**config.mk**
```make
export PLATFORM = sky130hd
export DESIGN_NAME = pmod_loopback_rx_flat
export DESIGN_NICKNAME = d
export VERILOG_FILES = /design/src/rtl/pmod_lb_pkg.sv /design/src/rtl/pmod_loopback_rx_if.sv /design/src/rtl/sync_2ff.sv /design/src/rtl/pmod_loopback_rx.sv /design/src/flat_wrapper.sv
export SDC_FILE = /design/constraint.sdc
export NUM_CORES = 1
export LEC_CHECK = 0
export ABC_AREA = 1
export BUFFER_PORTS_ARGS = -buffer_cell sky130_fd_sc_hd__buf_2
export CORE_UTILIZATION = 30
export CTS_CLUSTER_DIAMETER = 100
export DETAILED_ROUTE_END_ITERATION = 7
export SLEW_MARGIN = 40
export SYNTH_ARGS = -nofsm -noshare
export SYNTH_HDL_FRONTEND = slang
export SYNTH_HIERARCHICAL = 1
export SYNTH_SLANG_ARGS = --single-unit
```
**constraint.sdc**
```tcl
create_clock -name clk -period 1.4 [get_ports clk]
set_input_delay 0.28 -clock clk [delete_from_list [all_inputs] [get_ports clk]]
set_output_delay 0.28 -clock clk [all_outputs]
set_load 0.01 [all_outputs]
```
**src/rtl/pmod_lb_pkg.sv**
```systemverilog
// Shared types and defaults for the PMOD loopback driver/receiver pair.
// Holds the checker FSM states, the LED one-hot helper and common parameter defaults.
package pmod_lb_pkg;

  localparam int unsigned BUS_W              = 2;
  localparam int unsigned SETTLE_CYCLES_DEF  = 16;
  localparam int unsigned TIMEOUT_CYCLES_DEF = 1024;
  localparam int unsigned CNT_W_DEF          = 8;

  typedef enum logic [1:0] {
    IDLE,
    SETTLE,
    COMPARE,
    REPORT
  } state_e;

  function automatic logic [3:0] led_onehot(input logic [BUS_W-1:0] v);
    led_onehot = 4'b0001 << v;
  endfunction

endpackage

```
**src/rtl/pmod_loopback_rx_if.sv**
```systemverilog
// Request/result handshake between a test sequencer (master) and the loopback checker (slave).
interface pmod_loopback_rx_if;

  logic                          sel;
  logic                          exp_valid;
  logic [pmod_lb_pkg::BUS_W-1:0] exp_data;
  logic                          busy;
  logic                          done;
  logic                          match;
  logic                          timeout;
  logic [pmod_lb_pkg::BUS_W-1:0] rx_data;

  modport master (
    output sel, exp_valid, exp_data,
    input  busy, done, match, timeout, rx_data
  );

  modport slave (
    input  sel, exp_valid, exp_data,
    output busy, done, match, timeout, rx_data
  );

endinterface

```
**src/rtl/sync_2ff.sv**
```systemverilog
// Parameterized-width two-flop synchronizer for the asynchronous PMOD pins.
module sync_2ff #(
  parameter int unsigned W = 2
) (
  input  logic         clk,
  input  logic         rst,
  input  logic [W-1:0] d,
  output logic [W-1:0] q
);

  logic [W-1:0] meta_q;
  logic [W-1:0] sync_q;

  // NOTE: sequential state uses non-blocking assignments so both stages shift on the same edge.
  always_ff @(posedge clk or posedge rst) begin
    if (rst) begin
      meta_q <= '0;
      sync_q <= '0;
    end else begin
      meta_q <= d;
      sync_q <= meta_q;
    end
  end

  assign q = sync_q;

endmodule

```
**src/rtl/pmod_loopback_rx.sv**
```systemverilog
// Receive/check end of the PMOD loopback: waits for a stable bus, compares, counts pass/fail.
// Optional feature macro: PMOD_LOOPBACK_RX_STICKY_ERR_EN adds err_sticky and an all-on LED error mode.
module pmod_loopback_rx
  import pmod_lb_pkg::*;
#(
  parameter int unsigned SETTLE_CYCLES  = SETTLE_CYCLES_DEF,
  parameter int unsigned TIMEOUT_CYCLES = TIMEOUT_CYCLES_DEF,
  parameter int unsigned CNT_W          = CNT_W_DEF
) (
  input  logic               clk,
  input  logic               rst,
  input  logic [BUS_W-1:0]   pin_a,
  input  logic [BUS_W-1:0]   pin_b,
  pmod_loopback_rx_if.slave  req,
  input  logic               rd_en,
  output logic [3:0]         led,
  output logic [CNT_W-1:0]   pass_cnt,
  output logic [CNT_W-1:0]   fail_cnt
`ifdef PMOD_LOOPBACK_RX_STICKY_ERR_EN
  ,
  output logic               err_sticky
`endif
);

  localparam int unsigned STAB_W = $clog2(SETTLE_CYCLES);
  localparam int unsigned TO_W   = $clog2(TIMEOUT_CYCLES);
  localparam logic [STAB_W-1:0] STAB_MAX = STAB_W'(SETTLE_CYCLES - 1);
  localparam logic [TO_W-1:0]   TO_MAX   = TO_W'(TIMEOUT_CYCLES - 1);

  logic [BUS_W-1:0] a_sync, b_sync, s;

  sync_2ff #(.W(BUS_W)) u_sync_a (.clk(clk), .rst(rst), .d(pin_a), .q(a_sync));
  sync_2ff #(.W(BUS_W)) u_sync_b (.clk(clk), .rst(rst), .d(pin_b), .q(b_sync));

  state_e            state_q,   state_d;
  logic              sel_q,     sel_d;
  logic [BUS_W-1:0]  exp_q,     exp_d;
  logic [BUS_W-1:0]  s_prev_q,  s_prev_d;
  logic [STAB_W-1:0] stab_q,    stab_d;
  logic [TO_W-1:0]   to_q,      to_d;
  logic              busy_q,    busy_d;
  logic              done_q,    done_d;
  logic              match_q,   match_d;
  logic              timeout_q, timeout_d;
  logic [BUS_W-1:0]  rx_q,      rx_d;
  logic [CNT_W-1:0]  pass_q,    pass_d;
  logic [CNT_W-1:0]  fail_q,    fail_d;
  logic              err_q,     err_d;

  assign s = sel_q ? b_sync : a_sync;

  // NOTE: every *_d gets a default first so no path through the case infers a latch.
  always_comb begin
    state_d   = state_q;
    sel_d     = sel_q;
    exp_d     = exp_q;
    stab_d    = stab_q;
    to_d      = to_q;
    done_d    = 1'b0;
    match_d   = match_q;
    timeout_d = timeout_q;
    rx_d      = rx_q;
    pass_d    = pass_q;
    fail_d    = fail_q;
    err_d     = err_q;

    unique case (state_q)
      IDLE: begin
        if (req.exp_valid) begin
          exp_d   = req.exp_data;
          sel_d   = req.sel;
          stab_d  = '0;
          to_d    = '0;
          state_d = SETTLE;
        end
      end
      SETTLE: begin
        if (stab_q == STAB_MAX) begin
          state_d = COMPARE;
        end else if (to_q == TO_MAX) begin
          timeout_d = 1'b1;
          match_d   = 1'b0;
          done_d    = 1'b1;
          state_d   = REPORT;
        end else begin
          stab_d = (s == s_prev_q) ? stab_q + 1'b1 : '0;
          to_d   = to_q + 1'b1;
        end
      end
      COMPARE: begin
        rx_d      = s;
        match_d   = (s == exp_q);
        timeout_d = 1'b0;
        done_d    = 1'b1;
        state_d   = REPORT;
      end
      REPORT: begin
        if (match_q) begin
          if (pass_q != '1) pass_d = pass_q + 1'b1;
        end else begin
          if (fail_q != '1) fail_d = fail_q + 1'b1;
          err_d = 1'b1;
        end
        state_d = IDLE;
      end
      default: state_d = IDLE;
    endcase

    // Track history on the port that will be selected next cycle, so a port switch
    // at acceptance does not cost a spurious stability reset.
    s_prev_d = sel_d ? b_sync : a_sync;
    busy_d   = (state_d != IDLE);
  end

  always_ff @(posedge clk or posedge rst) begin
    if (rst) begin
      state_q   <= IDLE;
      sel_q     <= 1'b0;
      exp_q     <= '0;
      s_prev_q  <= '0;
      stab_q    <= '0;
      to_q      <= '0;
      busy_q    <= 1'b0;
      done_q    <= 1'b0;
      match_q   <= 1'b0;
      timeout_q <= 1'b0;
      rx_q      <= '0;
      pass_q    <= '0;
      fail_q    <= '0;
      err_q     <= 1'b0;
    end else begin
      state_q   <= state_d;
      sel_q     <= sel_d;
      exp_q     <= exp_d;
      s_prev_q  <= s_prev_d;
      stab_q    <= stab_d;
      to_q      <= to_d;
      busy_q    <= busy_d;
      done_q    <= done_d;
      match_q   <= match_d;
      timeout_q <= timeout_d;
      rx_q      <= rx_d;
      pass_q    <= pass_d;
      fail_q    <= fail_d;
      err_q     <= err_d;
    end
  end

  assign req.busy    = busy_q;
  assign req.done    = done_q;
  assign req.match   = match_q;
  assign req.timeout = timeout_q;
  assign req.rx_data = rx_q;
  assign pass_cnt    = pass_q;
  assign fail_cnt    = fail_q;

`ifdef PMOD_LOOPBACK_RX_STICKY_ERR_EN
  assign err_sticky = err_q;
  assign led = !rd_en ? 4'b0000 : (err_q ? 4'b1111 : led_onehot(rx_q));
`else
  logic unused_err;
  assign unused_err = err_q;
  assign led = rd_en ? led_onehot(rx_q) : 4'b0000;
`endif

endmodule

```
**src/flat_wrapper.sv**
```systemverilog
// flat-port wrapper written by rule: the top's interface ports become plain ports
module pmod_loopback_rx_flat import pmod_lb_pkg::*;
#(
  parameter int unsigned SETTLE_CYCLES  = SETTLE_CYCLES_DEF,
  parameter int unsigned TIMEOUT_CYCLES = TIMEOUT_CYCLES_DEF,
  parameter int unsigned CNT_W          = CNT_W_DEF
)
  (clk, rst, pin_a, pin_b, rd_en, led, pass_cnt, fail_cnt, req_sel, req_exp_valid, req_exp_data, req_busy, req_done, req_match, req_timeout, req_rx_data);
  pmod_loopback_rx_if req_i ();
  input  logic clk;
  input  logic rst;
  input  logic [BUS_W-1:0] pin_a;
  input  logic [BUS_W-1:0] pin_b;
  input  logic rd_en;
  output logic [3:0] led;
  output logic [CNT_W-1:0] pass_cnt;
  output logic [CNT_W-1:0] fail_cnt;
  input wire logic [$bits(req_i.sel)-1:0] req_sel;
  input wire logic [$bits(req_i.exp_valid)-1:0] req_exp_valid;
  input wire logic [$bits(req_i.exp_data)-1:0] req_exp_data;
  output wire logic [$bits(req_i.busy)-1:0] req_busy;
  output wire logic [$bits(req_i.done)-1:0] req_done;
  output wire logic [$bits(req_i.match)-1:0] req_match;
  output wire logic [$bits(req_i.timeout)-1:0] req_timeout;
  output wire logic [$bits(req_i.rx_data)-1:0] req_rx_data;
  assign req_i.sel = req_sel;
  assign req_i.exp_valid = req_exp_valid;
  assign req_i.exp_data = req_exp_data;
  assign req_busy = req_i.busy;
  assign req_done = req_i.done;
  assign req_match = req_i.match;
  assign req_timeout = req_i.timeout;
  assign req_rx_data = req_i.rx_data;
  pmod_loopback_rx #(.SETTLE_CYCLES(SETTLE_CYCLES), .TIMEOUT_CYCLES(TIMEOUT_CYCLES), .CNT_W(CNT_W)) u_core (.clk(clk), .rst(rst), .pin_a(pin_a), .pin_b(pin_b), .req(req_i), .rd_en(rd_en), .led(led), .pass_cnt(pass_cnt), .fail_cnt(fail_cnt));
endmodule
```
==> metrics.yaml, run 1 <==
grt:
  first_pass_grt_wire_length_um: 10600
  globalRoute.busiestLayer: "met2"
  largest_net_degree_at_the_start_of_global_routing: 44
  grt.total_usage_pct: 13.7
  initial_antenna_violation_count: 0
  globalRouteMet1Util_pct: 19.2
  grt_pass1_vias: 2294
  gr-total-overflow: 0
  groute.layer.met2.usage_pct: 21.2
  global_route.usage.met3_pct: 2.88
outcome:
  result_of_the_run: "finished with violations"
  failed_checks: "negative setup slack"
hold_path:
  worst_hold_startpoint: "pin_b[0]"
  worstHoldPathType: "input pin to register"
  holdPathStages: 1
  min_to: "u_core/u_sync_b/meta_q[0]$_DFF_PP0_"
drt:
  drc: 0
  via_count: 2402
  wl_per_cell_um: 11.5
  dr.first_iter.drc_count: 112
  viasPerCell: 4.53
  detail_route.first_pass.iterations: 4
  routed_wirelength_um: 6090
  route.antenna.remaining_nets: 0
power:
  ir_worst_vdd_mv: 0.679
  combinationalPowerShare_pct: 41.5
  switching_share_pct: 36.1
  internal_pwr_total_w: 0.00306
  power_switching_w: 0.00173
  share_clk_of_total_power_pct: 22.0
  power.density_mw_per_mm2: 1280
  portion_of_total_power_attributed_to_sequential_cells_pct: 36.6
  static-leakage-power_nw: 1.92
clock_network:
  max-clock-path-buffers: 2
  clock-root-buffer: "sky130_fd_sc_hd__clkbuf_8"
  path_clk_slew_ns: 0.10
  htree_num_levels: 2
  clock_sink_count: 51
  cts_tree: "yes"
  total_clock_buffers_created_by_cts: 5
  worst_skew_pair.late_latency_ns: 0.31
place:
  detailed_place.area_mm2: 0.00337
  place_worst_setup_slack_ns: -0.110
  port-buffer-count: 36
  dp.final_hpwl_um: 4210
  gp_congestion: 0.887
timing:
  timing_max_transition_violations_final: 0
  max_slew.worst_pin.slew_ns: 0.284
  skew_ns: 0.00685
  timing.max_slew.rel_slack_pct: 80.9
  hold_viol_final: 0
  setup_violations: 4
  setup_repair_after_global_routing_missed_its_margin: "yes"
  final.setup.worst_slack_ns: -0.0343
  clock.fmax_mhz: 697
  fin_crit_ns: 1.43
  final_min_period_over_clock_period_pct: 102
cells_and_area:
  final_cell_mix: "sky130_fd_sc_hd__nand2_1, sky130_fd_sc_hd__dfrtp_1, sky130_fd_sc_hd__buf_4, sky130_fd_sc_hd__buf_2, sky130_fd_sc_hd__inv_1"
  diodes: 0
  leading_cell_type_in_the_layout_fill_and_taps_excluded: "sky130_fd_sc_hd__nand2_1"
  fin_area_mm2: 0.00374
  design.final.nets: 440
  area_growth_pct: 37.6
  layout-drive-gt1-share_pct: 37.7
  nFillCells: 865
setup_path:
  startpoint: "u_core/state_q[0]$_DFF_PP0_"
  reg2reg_depth: 6
  timing.critical_path.max_delay_family: "flip-flops"
  criticalPathCategory: "register to register"
  crit_path_arrival_time_ns: 1.64
  cp-start-kind: "register"
  timing.critical_path.cells: "inv_2, ha_4, nand2_4, buf_4, buf_4, mux2_2"
  critical_register_to_register_path_endpoint: "u_core/exp_q[1]$_DFFE_PP0P_"
  critical_path.max_fanout: 4
  critPathMaxStageDelay_ns: 0.47
  path_common_cell: "sky130_fd_sc_hd__buf_4"
  reg2reg_from: "u_core/state_q[0]$_DFF_PP0_"
  regToRegSetupSlack_ns: -0.03
  cp-end-kind: "register"
  critical_path_required_ns: 1.61
  worst-path-buf-inv: 3
  slowest_stage: "sky130_fd_sc_hd__dfrtp_2"
die:
  fp-row-count: 34
  placeableCoreArea_mm2: 0.00876
  num_io_pins: 37
  fp.dieH_um: 97.2
  initial_core_util_pct: 31.0
  chipWidth_um: 97.2
  floorplan.die_area_mm2: 0.00945
logic_synthesis:
  postSynthCellCount: 328
  synth_compound_area_share_pct: 6.30
  synth.net_count: 347
  synth_simple_gate_area_share_pct: 28.6
  post_synthesis_sequential_area_ratio_pct: 46.9
  syn_avg_cell_area_um2: 8.29
  synthAdderAreaFrac_pct: 3.68
  synth_top_family_by_area: "simple AND/OR/NAND/NOR gates"
  count_of_warnings_emitted_by_yosys: 6
  post_synth_mux_area_share_pct: 0.828
  synth.ff_latch_count: 51
  synth.cell_area_mm2: 0.00272
  synth_cell_types: 26
  synth_xor_area_share_pct: 6.44
job:
  cap_viol_max_count: 0
## power groups by stage
stage / Clock [W] / Combinational [W] / Sequential, W
global placement: 0 / 0.00156 / 0.00175
floorplan: 0 / 0.00111 / 0.00177
global route: 0.00116 / 0.00218 / 0.00177
finish: 0.00105 / 0.00198 / 0.00175
CTS: 0.00109 / 0.00187 / 0.00174
detailed placement: 0 / 0.00158 / 0.00176
## metal layers
| metal | part of all wire (%) | wire length, um | vias up |
|---|---|---|---|
| met5 | 0 | 0 | - |
| met4 | 0.76 | 46 | 0 |
| met3 | 3.9 | 235 | 7 |
| met2 | 46 | 2780 | 47 |
| met1 | 50 | 3020 | 1133 |
| li1 | - | - | 1215 |
## cell type report
class	count	area [um^2]	share of cell area, %
Multi-Input combinational cell	235	1440	38.6
Clock inverter	3	43.8	1.17
Inverter	41	164	4.38
Sequential cell	51	1280	34.2
Clock buffer	5	68.8	1.84
Tap cell	108	135	3.61
Timing Repair Buffer	87	606	16.2
## logic make-up after synthesis
logic type	count (synthesis)
AND/OR/NAND/NOR	177
flip-flops	51
XOR/XNOR	20
adder cells (fa/ha/maj)	8
buffers and inverters	45
multiplexers	2
AO/OA/AOI/OAI	25
## what timing repair did
item | CTS | global route
setup buffers | 3 | 2
hold endpoints to repair | 8 | 0
pin swaps | 10 | 15
resized for setup | 19 | 33
gates cloned | 3 | 0
endpoints found under the setup margin | 25 | 42
hold buffers | 1 | 0
## worst register-to-register path, delay by kind of cell, from the launching register on
kind          cells  cell delay [ns]
flops             1             0.47
buf+inv           3             0.36
fa+ha+maj         1             0.18
mux               1             0.26
simple gates      1             0.07
## how the worst max path moves through the flow
stage                     cells past startpoint                     endpoint  slack (ns)
final                                         6  u_core/exp_q[1]$_DFFE_PP0P_       -0.03
after global routing                         10   u_core/to_q[4]$_DFFE_PP0P_       -0.11
after CTS                                     9   u_core/to_q[5]$_DFFE_PP0P_       -0.04
after detailed placement                      7   u_core/to_q[5]$_DFFE_PP0P_       -0.11
after global placement                        8   u_core/to_q[8]$_DFFE_PP0P_       -0.05
after floorplan                               9   u_core/to_q[2]$_DFFE_PP0P_       -0.04
## sequential cells by signal (all words and copies together) (netlist names)
name / count
u_core/to_q: 10
u_core/fail_cnt: 8
u_core/pass_cnt: 8
u_core/stab_q: 4
u_core/exp_q: 2
u_core/req.rx_data: 2
u_core/s_prev_q: 2
u_core/state_q: 2
u_core/u_sync_a/meta_q: 2
u_core/u_sync_a/q: 2
u_core/u_sync_b/meta_q: 2
u_core/u_sync_b/q: 2
u_core/req.busy: 1
u_core/req.done: 1
u_core/req.match: 1
u_core/req.timeout: 1
u_core/sel_q: 1
## Yosys cell counts
library cell | count | share of area (%)
sky130_fd_sc_hd__nand2_1 | 109 | 15
sky130_fd_sc_hd__dfrtp_1 | 51 | 47
sky130_fd_sc_hd__inv_1 | 41 | 5.7
sky130_fd_sc_hd__nand3_1 | 21 | 3.9
sky130_fd_sc_hd__nor2_1 | 19 | 2.6
sky130_fd_sc_hd__xor2_1 | 15 | 4.8
sky130_fd_sc_hd__o21ai_0 | 11 | 2.0
sky130_fd_sc_hd__o21ai_2 | 11 | 3.5
sky130_fd_sc_hd__ha_1 | 8 | 3.7
sky130_fd_sc_hd__nand4_1 | 8 | 1.8
sky130_fd_sc_hd__nor3_1 | 8 | 1.5
sky130_fd_sc_hd__xnor2_1 | 5 | 1.6
sky130_fd_sc_hd__nand2_2 | 3 | 0.69
sky130_fd_sc_hd__or2_2 | 3 | 0.69
sky130_fd_sc_hd__mux2_2 | 2 | 0.83
sky130_fd_sc_hd__nand3_2 | 2 | 0.74
sky130_fd_sc_hd__nor2_2 | 2 | 0.46
sky130_fd_sc_hd__a21boi_0 | 1 | 0.28
sky130_fd_sc_hd__a21oi_1 | 1 | 0.18
sky130_fd_sc_hd__buf_12 | 1 | 0.74
sky130_fd_sc_hd__buf_4 | 1 | 0.28
sky130_fd_sc_hd__buf_6 | 1 | 0.41
sky130_fd_sc_hd__clkbuf_1 | 1 | 0.14
sky130_fd_sc_hd__nand2_4 | 1 | 0.41
sky130_fd_sc_hd__nand2_8 | 1 | 0.74
sky130_fd_sc_hd__o211ai_1 | 1 | 0.28
## stage by stage
step,hold WS (ns),utilization [%],TNS (ns),cells,power [W]
final,0.0676,42.7,-0.0964,530,0.00479
after global routing,0.0441,42.7,-1.75,530,0.00511
after CTS,0.0594,41.3,-0.119,528,0.00471
after detailed placement,0.189,38.5,-1.18,513,0.00334
after global placement,0.183,38.5,-0.405,513,0.00331
after floorplan,0.0461,-,-0.458,328,0.00289
Power figures use the tool's default switching activity.
==> inputs of run 2 (changes only) <==
- CORE_UTILIZATION: 30 -> 55
- PLACE_DENSITY: not set -> 0.77
- REMOVE_ABC_BUFFERS: not set -> 1
- clock period: 1.4 -> 1.8 ns (I/O delays scaled with it)
==> metrics.yaml, run 2 (synthesized netlist as in run 1, its figures left out) <==
setup_path:
  timing.critical_path.max_delay_family: "simple AND/OR/NAND/NOR gates"
  critPathMaxStageDelay_ns: 0.42  # -0.05 ns
  regToRegSetupSlack_ns: 0.16  # +0.19 ns
  worst-path-buf-inv: 2  # -1
  critical_path_required_ns: 1.99  # +0.38 ns
  criticalPathCategory: "register to register"
  cp-start-kind: "register"
  crit_path_arrival_time_ns: 1.84  # +0.20 ns
  path_common_cell: "sky130_fd_sc_hd__nand2_1"
  cp-end-kind: "register"
  slowest_stage: "sky130_fd_sc_hd__dfrtp_1"
  timing.critical_path.cells: "inv_1, ha_1, nand2_1, o21ai_2, nand2_8, inv_1, nand2_1, nand2_1"
  critical_path.max_fanout: 25  # +21
die:
  fp.dieH_um: 72.3  # -26%
  chipWidth_um: 72.3  # -26%
  initial_core_util_pct: 57.2  # +26 points
  fp-row-count: 25  # -26%
  floorplan.die_area_mm2: 0.00523  # -45%
  placeableCoreArea_mm2: 0.00475  # -46%
  num_io_pins: 37  # unchanged
drt:
  via_count: 2113  # -12%
  dr.first_iter.drc_count: 101  # -9.8%
  viasPerCell: 4.80  # +6.0%
  wl_per_cell_um: 11.1  # -3.3%
  route.antenna.remaining_nets: 0  # unchanged
  drc: 0  # unchanged
  routed_wirelength_um: 4890  # -20%
  detail_route.first_pass.iterations: 5  # +1
outcome:
  result_of_the_run: "finished, final reports clean"
timing:
  final.setup.worst_slack_ns: 0.159  # +0.193 ns
  skew_ns: 0.00442  # -0.00242 ns
  hold_viol_final: 0  # unchanged
  fin_crit_ns: 1.64  # +0.207 ns
  timing.max_slew.rel_slack_pct: 63.4  # -18 points
  setup_repair_after_global_routing_missed_its_margin: "no"
  final_min_period_over_clock_period_pct: 91.2  # -11 points
  timing_max_transition_violations_final: 0  # unchanged
  hold_ws_ns: 0.163  # +0.0957 ns
  max_slew.worst_pin.slew_ns: 0.549  # +0.265 ns
  setup_violations: 0  # -4
  timing.setup.tns_ns: 0  # +0.0964 ns
  clock.fmax_mhz: 609  # -13%
grt:
  gr-total-overflow: 0  # unchanged
  first_pass_grt_wire_length_um: 8370  # -21%
  initial_antenna_violation_count: 0  # unchanged
  grt.total_usage_pct: 20.7  # +7.0 points
  grt_pass1_vias: 1893  # -17%
  largest_net_degree_at_the_start_of_global_routing: 44  # unchanged
clock_network:
  total_clock_buffers_created_by_cts: 5  # unchanged
  cts_tree: "yes"
  max-clock-path-buffers: 2  # unchanged
  htree_num_levels: 2  # unchanged
  clock_sink_count: 51  # unchanged
  worst_skew_pair.late_latency_ns: 0.30  # about the same
  path_clk_slew_ns: 0.09  # about the same
  clock-root-buffer: "sky130_fd_sc_hd__clkbuf_8"
place:
  place_worst_setup_slack_ns: 0.187  # +0.298 ns
  dp.final_hpwl_um: 3540  # -16%
  placedCellCount: 431  # -16%
  port-buffer-count: 36  # unchanged
  gp_congestion: 0.858  # -3.3%
cells_and_area:
  registers.top_by_ff_count: "u_core/to_q"
  layout-drive-gt1-share_pct: 19.8  # -18 points
  leading_cell_type_in_the_layout_fill_and_taps_excluded: "sky130_fd_sc_hd__nand2_1"
  layoutNonFillerInstCount: 440  # -17%
  nFillCells: 405  # -53%
  area_growth_pct: 14.0
  final_cell_mix: "sky130_fd_sc_hd__nand2_1, sky130_fd_sc_hd__dfrtp_1, sky130_fd_sc_hd__inv_1, sky130_fd_sc_hd__buf_2, sky130_fd_sc_hd__nand3_1"
  largest_register_ffs: 10  # unchanged
  design.final.nets: 391  # -11%
  diodes: 0  # unchanged
power:
  power.density_mw_per_mm2: 1000  # -22%
  static-leakage-power_nw: 1.66  # -13%
  ir_worst_vdd_mv: 0.585  # -14%
job:
  cap_viol_max_count: 0  # unchanged
hold_path:
  worstHoldPathType: "input pin to register"
-- run 2: changes by cell type in the layout (fill, tap and decap cells not counted), sizes merged --
cell    delta
clkbuf     +1
clkinv     -2
buf       -46
nand2      -3
inv        +1
-- run 2: path summary, 6_finish.rpt --
| kind | cells past startpoint | end | start |
|---|---|---|---|
| min reg2reg | 0 | u_core/u_sync_b/q[1]$_DFF_PP0_ | u_core/u_sync_b/meta_q[1]$_DFF_PP0_ |
| max reg2reg | 8 | u_core/to_q[3]$_DFFE_PP0P_ | u_core/state_q[0]$_DFF_PP0_ |
| max | 8 | u_core/to_q[3]$_DFFE_PP0P_ | u_core/state_q[0]$_DFF_PP0_ |
| min in group asynchronous | 3 | u_core/u_sync_a/meta_q[1]$_DFF_PP0_ | rst |
| min | 1 | u_core/u_sync_a/meta_q[0]$_DFF_PP0_ | pin_a[0] |
| max in group asynchronous | 4 | u_core/to_q[0]$_DFFE_PP0P_ | rst |
-- run 2: worst register-to-register path, cell delays in order, from the launching register on --
cell                      delay (ns)
sky130_fd_sc_hd__dfrtp_1        0.42
sky130_fd_sc_hd__inv_1          0.10
sky130_fd_sc_hd__ha_1           0.25
sky130_fd_sc_hd__nand2_1        0.20
sky130_fd_sc_hd__o21ai_2        0.13
sky130_fd_sc_hd__nand2_8        0.20
sky130_fd_sc_hd__inv_1          0.13
sky130_fd_sc_hd__nand2_1        0.07
sky130_fd_sc_hd__nand2_1        0.04
-- run 2: routing by layer --
metal / part of all wire (%) / track usage [%] / up-vias
met4: 1.2 / 7.19 / 0
met5: 0 / 0 / -
met2: 47 / 32.8 / 33
met1: 49 / 29.3 / 956
met3: 2.6 / 2.92 / 5
li1: - / - / 1119
-- run 2: repair_timing --
item	CTS	global route
hold buffers	1	0
gates resized for setup	0	1
setup endpoints to repair	0	1
endpoints found under the hold margin	8	0
setup buffers	0	0
-- run 2: where the power goes --
group	internal [W]	switching, W
Sequential	0.00127	0.000108
Clock	0.000450	0.000362
Combinational	0.000328	0.000594
Total	0.00205	0.00106
-- run 2: layout make-up --
cell class | count | area, um^2 | share of cell area [%]
clock buffer | 6 | 82.6 | 2.66
timing repair buffer | 41 | 220 | 7.11
sequential | 51 | 1280 | 41.2
tap | 67 | 83.8 | 2.70
clock inverter | 2 | 35.0 | 1.13
multi-input combinational | 232 | 1250 | 40.2
inverter | 41 | 154 | 4.97
-- run 2: metrics by stage --
step / cell area (um^2) / utilization [%] / total power, W
after floorplan: 2680 / - / 0.00207
after global placement: 2970 / 62.5 / 0.00228
after detailed placement: 2970 / 62.5 / 0.00232
after CTS: 3100 / 65.2 / 0.00314
after global routing: 3100 / 65.2 / 0.00333
final: 3100 / 65.2 / 0.00311
